**config.mk**
```make
export PLATFORM = sky130hd
export DESIGN_NAME = serial_rx_fifo
export DESIGN_NICKNAME = d
export VERILOG_FILES = /design/src/rtl/serial_rx_pkg.sv /design/src/rtl/rx_word_queue.sv /design/src/rtl/serial_rx_fifo.sv
export SDC_FILE = /design/constraint.sdc
export NUM_CORES = 1
export LEC_CHECK = 0
export BUFFER_PORTS_ARGS = -buffer_cell sky130_fd_sc_hd__buf_2
export CAP_MARGIN = 15
export CORE_UTILIZATION = 30
export DETAILED_ROUTE_END_ITERATION = 10
export PLACE_DENSITY = 0.47
export RECOVER_POWER = 100
export SLEW_MARGIN = 25
export SYNTH_ARGS = -nofsm -noshare
export SYNTH_HDL_FRONTEND = slang
export SYNTH_SLANG_ARGS = --single-unit
```
**constraint.sdc**
```tcl
create_clock -name clock1M -period 2.7 [get_ports clock1M]
set_input_delay 0.54 -clock clock1M [delete_from_list [all_inputs] [get_ports clock1M]]
set_output_delay 0.54 -clock clock1M [all_outputs]
set_load 0.05 [all_outputs]
```
**src/rtl/serial_rx_pkg.sv**
```systemverilog
// -----------------------------------------------------------------------------
// serial_rx_pkg
// Shared types and helpers for the serial receive path:
//   rx_state_t  - receiver FSM encoding (SHIFT collecting bits, HOLD word ready)
//   len_width() - width of a fill counter able to hold 0..depth inclusive
// -----------------------------------------------------------------------------
package serial_rx_pkg;

    typedef enum logic [0:0] {
        SHIFT = 1'b0,
        HOLD  = 1'b1
    } rx_state_t;

    function automatic int len_width(input int depth);
        return $clog2(depth + 1);
    endfunction

endpackage

```
**src/rtl/rx_word_queue.sv**
```systemverilog
// -----------------------------------------------------------------------------
// rx_word_queue
// Circular word buffer with a registered read port.
//   clk, rst_n  - clock, asynchronous active-low reset
//   push_i      - write wdata_i at the tail (caller guarantees space or a
//                 same-cycle pop)
//   pop_i       - remove the head word into rdata_o (caller guarantees non-empty)
//   flush_i     - synchronous clear of pointers and fill level, wins over all
//   wdata_i     - word to push
//   rdata_o     - last popped word, held between pops
//   len_o       - words currently stored
//   full_o      - len_o == DEPTH
//   empty_o     - len_o == 0
// -----------------------------------------------------------------------------
module rx_word_queue
    import serial_rx_pkg::*;
#(
    parameter int  DATA_W = 8,
    parameter int  DEPTH  = 8,
    localparam int LEN_W  = len_width(DEPTH),
    localparam int PTR_W  = $clog2(DEPTH)
) (
    input  logic              clk,
    input  logic              rst_n,
    input  logic              push_i,
    input  logic              pop_i,
    input  logic              flush_i,
    input  logic [DATA_W-1:0] wdata_i,
    output logic [DATA_W-1:0] rdata_o,
    output logic [LEN_W-1:0]  len_o,
    output logic              full_o,
    output logic              empty_o
);

    logic [DATA_W-1:0] mem_q [DEPTH];
    logic [PTR_W-1:0]  wptr_q, wptr_d;
    logic [PTR_W-1:0]  rptr_q, rptr_d;
    logic [LEN_W-1:0]  len_q, len_d;
    logic [DATA_W-1:0] rdata_q, rdata_d;
    logic              push_s;
    logic              pop_s;

    // Qualify requests and compute next pointer, level and read-data state.
    always_comb begin
        push_s  = push_i & ~flush_i;
        pop_s   = pop_i & ~flush_i;
        wptr_d  = wptr_q;
        rptr_d  = rptr_q;
        len_d   = len_q;
        rdata_d = rdata_q;
        if (flush_i) begin
            wptr_d = {PTR_W{1'b0}};
            rptr_d = {PTR_W{1'b0}};
            len_d  = {LEN_W{1'b0}};
        end else begin
            // DEPTH is a power of two, so pointer overflow is the wrap.
            if (push_s) begin
                wptr_d = wptr_q + PTR_W'(1);
            end else begin
                wptr_d = wptr_q;
            end
            if (pop_s) begin
                rptr_d  = rptr_q + PTR_W'(1);
                rdata_d = mem_q[rptr_q];
            end else begin
                rptr_d  = rptr_q;
            end
            case ({push_s, pop_s})
                2'b10:   len_d = len_q + LEN_W'(1);
                2'b01:   len_d = len_q - LEN_W'(1);
                default: len_d = len_q;
            endcase
        end
    end

    // Pointer, level and read-data registers.
    always_ff @(posedge clk or negedge rst_n) begin
        if (!rst_n) begin
            wptr_q  <= {PTR_W{1'b0}};
            rptr_q  <= {PTR_W{1'b0}};
            len_q   <= {LEN_W{1'b0}};
            rdata_q <= {DATA_W{1'b0}};
        end else begin
            wptr_q  <= wptr_d;
            rptr_q  <= rptr_d;
            len_q   <= len_d;
            rdata_q <= rdata_d;
        end
    end

    // Storage array; a push at full with a same-edge pop reads the old head.
    always_ff @(posedge clk or negedge rst_n) begin
        if (!rst_n) begin
            for (int i = 0; i < DEPTH; i++) begin
                mem_q[i] <= {DATA_W{1'b0}};
            end
        end else if (push_s) begin
            mem_q[wptr_q] <= wdata_i;
        end
    end

    assign rdata_o = rdata_q;
    assign len_o   = len_q;
    assign full_o  = (len_q == LEN_W'(DEPTH));
    assign empty_o = (len_q == {LEN_W{1'b0}});

endmodule

```
**src/rtl/serial_rx_fifo.sv**
```systemverilog
// -----------------------------------------------------------------------------
// serial_rx_fifo
// Serial-to-parallel receiver feeding a word queue, single clock.
//   clock1M    - clock, rising edge
//   reset      - asynchronous active-low reset
//   data_in    - serial bit, taken when write_in=1 and status_out=0
//   write_in   - bit strobe
//   status_out - 1 while a complete word waits for queue space
//   dequeue_in - pop request, ignored when empty
//   flush_in   - synchronous clear of receiver and queue
//   data_out   - last popped word
//   data_valid - one-cycle pulse when data_out updates
//   len_out    - words queued; full / empty decoded from it
// -----------------------------------------------------------------------------
module serial_rx_fifo
    import serial_rx_pkg::*;
#(
    parameter int  DATA_W    = 8,
    parameter int  DEPTH     = 8,
    parameter int  MSB_FIRST = 1,
    localparam int LEN_W     = len_width(DEPTH)
) (
    input  logic              clock1M,
    input  logic              reset,
    input  logic              data_in,
    input  logic              write_in,
    output logic              status_out,
    input  logic              dequeue_in,
    input  logic              flush_in,
    output logic [DATA_W-1:0] data_out,
    output logic              data_valid,
    output logic [LEN_W-1:0]  len_out,
    output logic              full,
    output logic              empty
);

    localparam int CNT_W = $clog2(DATA_W);
    localparam logic [CNT_W-1:0] LAST_BIT = CNT_W'(DATA_W - 1);

    rx_state_t         state_q, state_d;
    logic [CNT_W-1:0]  count_q, count_d;
    logic [DATA_W-1:0] shift_q, shift_d;
    logic              valid_q, valid_d;
    logic              push_s;
    logic              pop_s;
    logic              full_s;
    logic              empty_s;

    // Pop is qualified here so the HOLD state can see a same-edge pop at full.
    assign pop_s = dequeue_in & ~empty_s & ~flush_in;

    // Receiver next-state: bit collection, hand-off to the queue, flush.
    always_comb begin
        state_d = state_q;
        count_d = count_q;
        shift_d = shift_q;
        push_s  = 1'b0;
        valid_d = pop_s;
        if (flush_in) begin
            state_d = SHIFT;
            count_d = {CNT_W{1'b0}};
        end else begin
            case (state_q)
                SHIFT: begin
                    if (write_in) begin
                        if (MSB_FIRST != 0) begin
                            shift_d = {shift_q[DATA_W-2:0], data_in};
                        end else begin
                            shift_d = {data_in, shift_q[DATA_W-1:1]};
                        end
                        if (count_q == LAST_BIT) begin
                            state_d = HOLD;
                            count_d = {CNT_W{1'b0}};
                        end else begin
                            count_d = count_q + CNT_W'(1);
                        end
                    end else begin
                        state_d = SHIFT;
                    end
                end
                HOLD: begin
                    if (!full_s || pop_s) begin
                        push_s  = 1'b1;
                        state_d = SHIFT;
                    end else begin
                        state_d = HOLD;
                    end
                end
                default: begin
                    state_d = SHIFT;
                    count_d = {CNT_W{1'b0}};
                end
            endcase
        end
    end

    // Receiver state, bit counter, shift register and valid pulse.
    always_ff @(posedge clock1M or negedge reset) begin
        if (!reset) begin
            state_q <= SHIFT;
            count_q <= {CNT_W{1'b0}};
            shift_q <= {DATA_W{1'b0}};
            valid_q <= 1'b0;
        end else begin
            state_q <= state_d;
            count_q <= count_d;
            shift_q <= shift_d;
            valid_q <= valid_d;
        end
    end

    rx_word_queue #(
        .DATA_W (DATA_W),
        .DEPTH  (DEPTH)
    ) u_queue (
        .clk     (clock1M),
        .rst_n   (reset),
        .push_i  (push_s),
        .pop_i   (pop_s),
        .flush_i (flush_in),
        .wdata_i (shift_q),
        .rdata_o (data_out),
        .len_o   (len_out),
        .full_o  (full_s),
        .empty_o (empty_s)
    );

    assign status_out = (state_q == HOLD);
    assign data_valid = valid_q;
    assign full       = full_s;
    assign empty      = empty_s;

endmodule

```
==> flow_summary.yaml, run 1 <==
yosys:
  synth-main-ff-cell: "dfrtp_1"
  syn_nets: 310
  synth_edf_count: 0
  syn-mean-instance-area_um2: 14.5
  ys_types: 33
  synthCells: 297
  synth_area_leaders: "dfrtp_1, mux2_2, mux4_2"
  ys_ff_latch: 95
  synth_top_area_share_pct: 55.2
  synth_area_um2: 4310
  async_reset_ff_share_pct: 100
  yosys_warnings: 0
  yosysSeqAreaShare_pct: 55.2
  yosys.area.top_type: "dfrtp_1"
clock_tree:
  postCtsSetupBuffers: 0
  clkSlewWorstSetupHoldPaths_ns: 0.07
  clock-root-buffer: "clkbuf_16"
  clock_path_buffers: 2
  cts_resized: 0
  postCtsHoldBufs: 0
  clk_latency_ns: 0.34
  clock-sinks: 95
  numCtsBuffers: 9
  htreeDepth: 3
  cts_tree: "done"
floorplan:
  coreArea_um2: 13900
  die_area_um2: 14900
  die_y_um: 122
  die_w_um: 122
  num_rows: 43
  start_util_pct: 30.9
  pin_count: 22
global_routing:
  grt_antenna_before_repair: 0
  grt_overflow: 0
  grt_max_degree: 47
  grt_pass1_vias: 2409
  grt_use_total_pct: 12.2
  grt_first_pass_wirelength_um: 13500
critical_path:
  critPathKind: "flip-flop to flip-flop"
  crit_arrival_ns: 2.74
  cp_max_fo: 8
  worstSetupStartpointType: "flip-flop"
  worst_ep_required_time_ns: 2.92
  critPathMaxStageDelay_ns: 0.61
  r2r_slack_ns: 0.18
  crit_chain: "or4b_1 -> o21a_1 -> nor2b_1 -> nand2_1 -> mux2_2"
  cp_slowest_cell: "or4b_1"
  setup.worst_path.end_class: "flip-flop"
power:
  vdd_drop_max_uv: 256
  leakage_nw: 2.29
  p_int_w: 0.00219
  switching_share_pct: 27.2
  powerDensity_nw_per_um2: 624
  clkPwrFrac_pct: 38.5
  p_total_w: 0.00300
  pwr-share-seq_pct: 54.5
  combPwrFrac_pct: 7.0
  switchingPower_w: 0.000818
sta:
  rsz0062_at_grt: "no"
  max_slew.worst_pin.slew_ns: 1.14
  timing.final.crit_share_pct: 93.3
  skew_ns: 0.0110
  fin_setup_tns_ns: 0
  timing.final.ws_setup_ns: 0.181
  slew_headroom_pct: 24.1
  period_needed_ns: 2.52
  setup_violations: 0
  finalMaxSlewViolations: 0
  fmax_ghz: 0.397
  hold_viol_final: 0
min_path:
  hp-class: "input port to asynchronous set/reset pin"
detailed_routing:
  drtIter0Drc: 143
  route.detailed.drc: 0
  dr.pass1.iters: 6
  wl_per_cell_um: 16.4
  vias: 2400
  routed_wl_um: 8270
  via_per_inst: 4.75
  ant_nets: 0
run:
  cap_violations: 0
layout:
  n_fill_cell: 1366
  final_cells: 505
  drive_above_1_share_pct: 32.9
  num_antenna_cells: 0
  fin_nets: 333
  area_delta_synth_final_pct: 11.7
place:
  portBuffers: 21
  place_ws_ns: 0.159
  place_congestion: 0.700
  dpl.hpwl_um: 5490
  place_inst: 489
run_status:
  status: "finished, final reports clean"
==> power groups by stage <==
| stage | clock, W | sequential [W] | combinational (W) |
|---|---|---|---|
| 6_report | 0.00116 | 0.00164 | 0.000211 |
| 5_1_grt | 0.00126 | 0.00166 | 0.000231 |
| 3_3_place_gp | 0 | 0.00167 | 0.000226 |
| 3_5_place_dp | 0 | 0.00167 | 0.000228 |
| 4_1_cts | 0.00120 | 0.00164 | 0.000228 |
| 2_1_floorplan | 0 | 0.00162 | 0.000158 |
==> per-layer routing <==
layer	vias to the layer above	part of all wire, %	GRT usage [%]	wire length (µm)
li1	1114	-	-	-
met5	-	0	0	0
met4	0	1.4	5.56	117
met2	28	45	17.8	3760
met1	1249	51	17.6	4240
met3	9	1.8	1.97	151
==> worst paths after layout <==
check,start,end,cells after the start
hold / removal,reset,u_queue.mem_q[2],1
hold reg to reg,u_queue.mem_q[8],u_queue.mem_q[8],1
max in group asynchronous,reset,u_queue.wptr_q[0],2
min in group clock1M,data_in,shift_q[0],2
setup / recovery,u_queue.len_o[0],u_queue.mem_q[31],5
setup reg to reg,u_queue.len_o[0],u_queue.mem_q[31],5
==> per-stage QoR <==
step,hold WS [ns],instance area [µm²],utilization (%)
after global routing,0.447,4820,34.6
final,0.413,4820,34.6
after detailed placement,0.491,4650,33.3
after CTS,0.229,4910,35.3
after floorplan,0.244,4320,-
after global placement,0.483,4650,33.3
==> synthesized netlist by cell type, drive strengths merged, types with 4 or more instances <==
cell type   n
dfrtp      95
mux2       72
nor2       25
mux4       16
mux2i      14
a21oi      11
buf        11
clkbuf      7
ha          6
nand2       5
xor2        5
nor2b       4
nor3        4
==> registers in the layout, indices dropped and copies added, names as in the netlist <==
signal	cells
shift_q	8
count_q	3
status_out	1
u_queue.mem_q	64
data_valid	1
u_queue.len_o	4
u_queue.rptr_q	3
u_queue.wptr_q	3
u_queue.rdata_o	8
==> cell families after synthesis <==
kind of cell,share of synthesized area (%)
AOI/OAI and AO/OA,2.44
xor gates and xnor gates,1.63
adders and majority gates,2.21
buffers and inverters,2.21
muxes,31.1
and+or+nand+nor,5.25
DFF,55.2
==> critical path: cells and delay by family, from the launching register on <==
| family | cells | cell delay, ns |
|---|---|---|
| muxes | 1 | 0.39 |
| DFF | 1 | 0.48 |
| and+or+nand+nor | 3 | 1.20 |
| AOI/OAI and AO/OA | 1 | 0.33 |
==> cells in the final DEF (no fill, tap or decap) <==
cell,netlist,layout
clkbuf_1,7,21
nor2_1,25,25
mux2_4,8,1
nor3b_1,1,1
clkinvlp_4,0,2
inv_1,3,3
or3_1,1,1
clkbuf_2,0,3
a21oi_1,11,11
buf_4,0,4
a31oi_1,1,1
mux2_1,0,7
mux2i_1,14,14
nand4_1,1,1
buf_2,1,4
nor3_1,4,4
o41ai_1,0,1
xor2_1,5,5
and3_1,1,1
xnor2_1,3,3
nor4_2,0,1
o21ai_0,1,1
fa_1,1,1
or4b_1,0,1
clkinv_2,0,2
mux4_2,16,16
dfrtp_1,95,95
o21a_1,1,1
clkbuf_16,0,9
ha_1,6,6
a21o_1,1,1
nand3_1,3,3
inv_6,0,1
a22oi_1,1,1
nand2_1,5,5
nor2b_1,3,4
mux2_2,64,64
==> cell type report <==
cell class | count | area [µm²] | share of cell area, %
clock buffer | 11 | 233 | 4.83
clock inverter | 5 | 33.8 | 0.701
inverter | 3 | 11.3 | 0.234
multi-input combinational | 181 | 1800 | 37.4
sequential | 95 | 2380 | 49.4
tap | 180 | 225 | 4.68
timing repair buffer | 30 | 136 | 2.83
Power figures use the tool's default switching activity.
==> run 2: changes to the inputs <==
--- a/config.mk
+++ b/config.mk
@@ -7,7 +7,9 @@
 export LEC_CHECK = 0
 export BUFFER_PORTS_ARGS = -buffer_cell sky130_fd_sc_hd__buf_2
 export CAP_MARGIN = 15
+export CORE_ASPECT_RATIO = 1.5
 export CORE_UTILIZATION = 30
+export CTS_BUF_LIST = sky130_fd_sc_hd__clkbuf_4 sky130_fd_sc_hd__clkbuf_8
 export DETAILED_ROUTE_END_ITERATION = 10
 export PLACE_DENSITY = 0.47
 export RECOVER_POWER = 100
==> run 2 against run 1 <==
  * Sequential power is essentially flat
  * Final cell count is 4.6% higher
  * Setup slack gained 0.11 ns
  * Hold slack worse by 0.022 ns
  * Clock-buffer cell count fell by 1
  * Clock power down 20%
  * Non-clock buffer count grew 11
  * Register-to-register slack gained 0.11 ns
  * Global-route usage increased by 1.6 points
  * Critical path type unchanged
  * Critical endpoint is now u_queue.mem_q[5]
  * Largest cell class unchanged
==> flow_summary.yaml, run 2 (synthesized netlist as in run 1, its figures left out) <==
place:
  dpl.hpwl_um: 6040
  place_inst: 512
  portBuffers: 21
  place_congestion: 0.699
global_routing:
  grt_max_degree: 51
  grt_overflow: 0
  grt_use_total_pct: 13.8
  grt_antenna_before_repair: 0
  grt_first_pass_wirelength_um: 15000
  grt_pass1_vias: 2607
detailed_routing:
  route.met3.wl_um: 165
  drt-met1-wl_um: 3950
  route.detailed.drc: 0
  drtIter0Drc: 69
  via_per_inst: 4.61
  wl_per_cell_um: 17.5
  maxUsedRoutingLayer: "met4"
  dr.pass1.iters: 4
  vias: 2432
  met2_length_um: 4980
  ant_nets: 0
  routed_wl_um: 9220
sta:
  slew_headroom_pct: 13.5
  fin_setup_tns_ns: 0
  setup_violations: 0
  max_slew.worst_pin.slew_ns: 1.30
  fmax_ghz: 0.416
  timing.final.crit_share_pct: 89.1
  whs_ns: 0.391
  hold_viol_final: 0
  period_needed_ns: 2.41
  finalMaxSlewViolations: 0
  rsz0062_at_grt: "no"
  skew_ns: 0.0175
layout:
  largest_reg_flops: 64
  n_fill_cell: 1383
  fin_nets: 344
  drive_above_1_share_pct: 34.8
  fin_util_pct: 34.5
  multi_input_area_um2: 1800
  layout_common_cells: "dfrtp_1, mux2_2, nor2_1"
  final_cells: 528
  num_antenna_cells: 0
  area_delta_synth_final_pct: 12.0
  seq_area_um2: 2380
  final_common_cell: "dfrtp_1"
  top_register: "u_queue.mem_q"
clock_tree:
  htreeDepth: 3
  cts_tree: "done"
  postCtsSetupBuffers: 0
  cts_resized: 0
  numCtsBuffers: 9
  clock-sinks: 95
  clkSlewWorstSetupHoldPaths_ns: 0.10
  clock_path_buffers: 2
  postCtsHoldBufs: 0
  clk_latency_ns: 0.37
  clock-root-buffer: "clkbuf_8"
critical_path:
  reg2reg_from: "u_queue.len_o[0]"
  worstSetupStartpointType: "flip-flop"
  setup.worst_path.end_class: "flip-flop"
  critPathKind: "flip-flop to flip-flop"
  crit_arrival_ns: 2.66
  crit_path_start: "u_queue.len_o[0]"
  worst_ep_required_time_ns: 2.95
  cp_max_fo: 7
power:
  vdd_drop_max_uv: 244
  powerDensity_nw_per_um2: 573
  leakage_nw: 2.31
floorplan:
  coreArea_um2: 14000
  die_y_um: 149
  die_area_um2: 14900
  die_w_um: 99.9
  num_rows: 53
  start_util_pct: 30.8
  pin_count: 22
min_path:
  min_from: "data_in"
  hp-class: "input port to flip-flop"
run:
  cap_violations: 0
run_status:
  status: "finished, final reports clean"
==> run 2: changes by cell type in the layout (fill, tap and decap cells not counted), sizes merged <==
cell / previous run / this run
clkinvlp: 2 / 1
clkinv: 2 / 1
inv: 4 / 7
clkbuf: 33 / 37
buf: 8 / 14
==> run 2: stage by stage <==
stage | power, W | worst slack, ns | area [µm²]
final | 0.00276 | 0.294 | 4830
after global routing | 0.00290 | 0.137 | 4830
after CTS | 0.00283 | 0.356 | 4940
after detailed placement | 0.00189 | 0.359 | 4760
after global placement | 0.00189 | 0.397 | 4760
after floorplan | 0.00178 | 0.0431 | 4320
==> run 2: final timing paths <==
path | endpoint | slack, ns | cells after the start
setup / recovery | u_queue.mem_q[5] | 0.29 | 6
max in group asynchronous | u_queue.mem_q[8] | 0.75 | 2
hold reg to reg | u_queue.mem_q[11] | 0.51 | 1
hold / removal | shift_q[0] | 0.39 | 2
setup reg to reg | u_queue.mem_q[5] | 0.29 | 6
min in group asynchronous | count_q[0] | 0.42 | 1
==> run 2: cell type report <==
type	instances	area share (%)
Sequential cell	95	49.2
Multi-Input combinational cell	181	37.2
Tap cell	192	4.98
Timing Repair Buffer	41	4.48
Clock buffer	10	2.85
Clock inverter	6	1.04
Inverter	3	0.233
==> run 2: power by group <==
| group | internal (W) | total [W] | switching (W) |
|---|---|---|---|
| registers | 0.00149 | 0.00162 | 0.000134 |
| clock network | 0.000375 | 0.000924 | 0.000549 |
| logic | 0.0000699 | 0.000217 | 0.000147 |
==> run 2: critical path, stage by stage (launching register included) <==
cell and delay [ns]:
dfrtp_1 0.48, or4b_1 0.61, o21a_1 0.23, clkbuf_1 0.20
nand4_1 0.27, buf_12 0.17, mux2_2 0.32
==> run 2: metal layers <==
layer,track usage (%),vias up
li1,-,1135
met1,16.0,1264
met2,25.0,26
met3,2.67,7
met4,4.63,0
met5,0,-
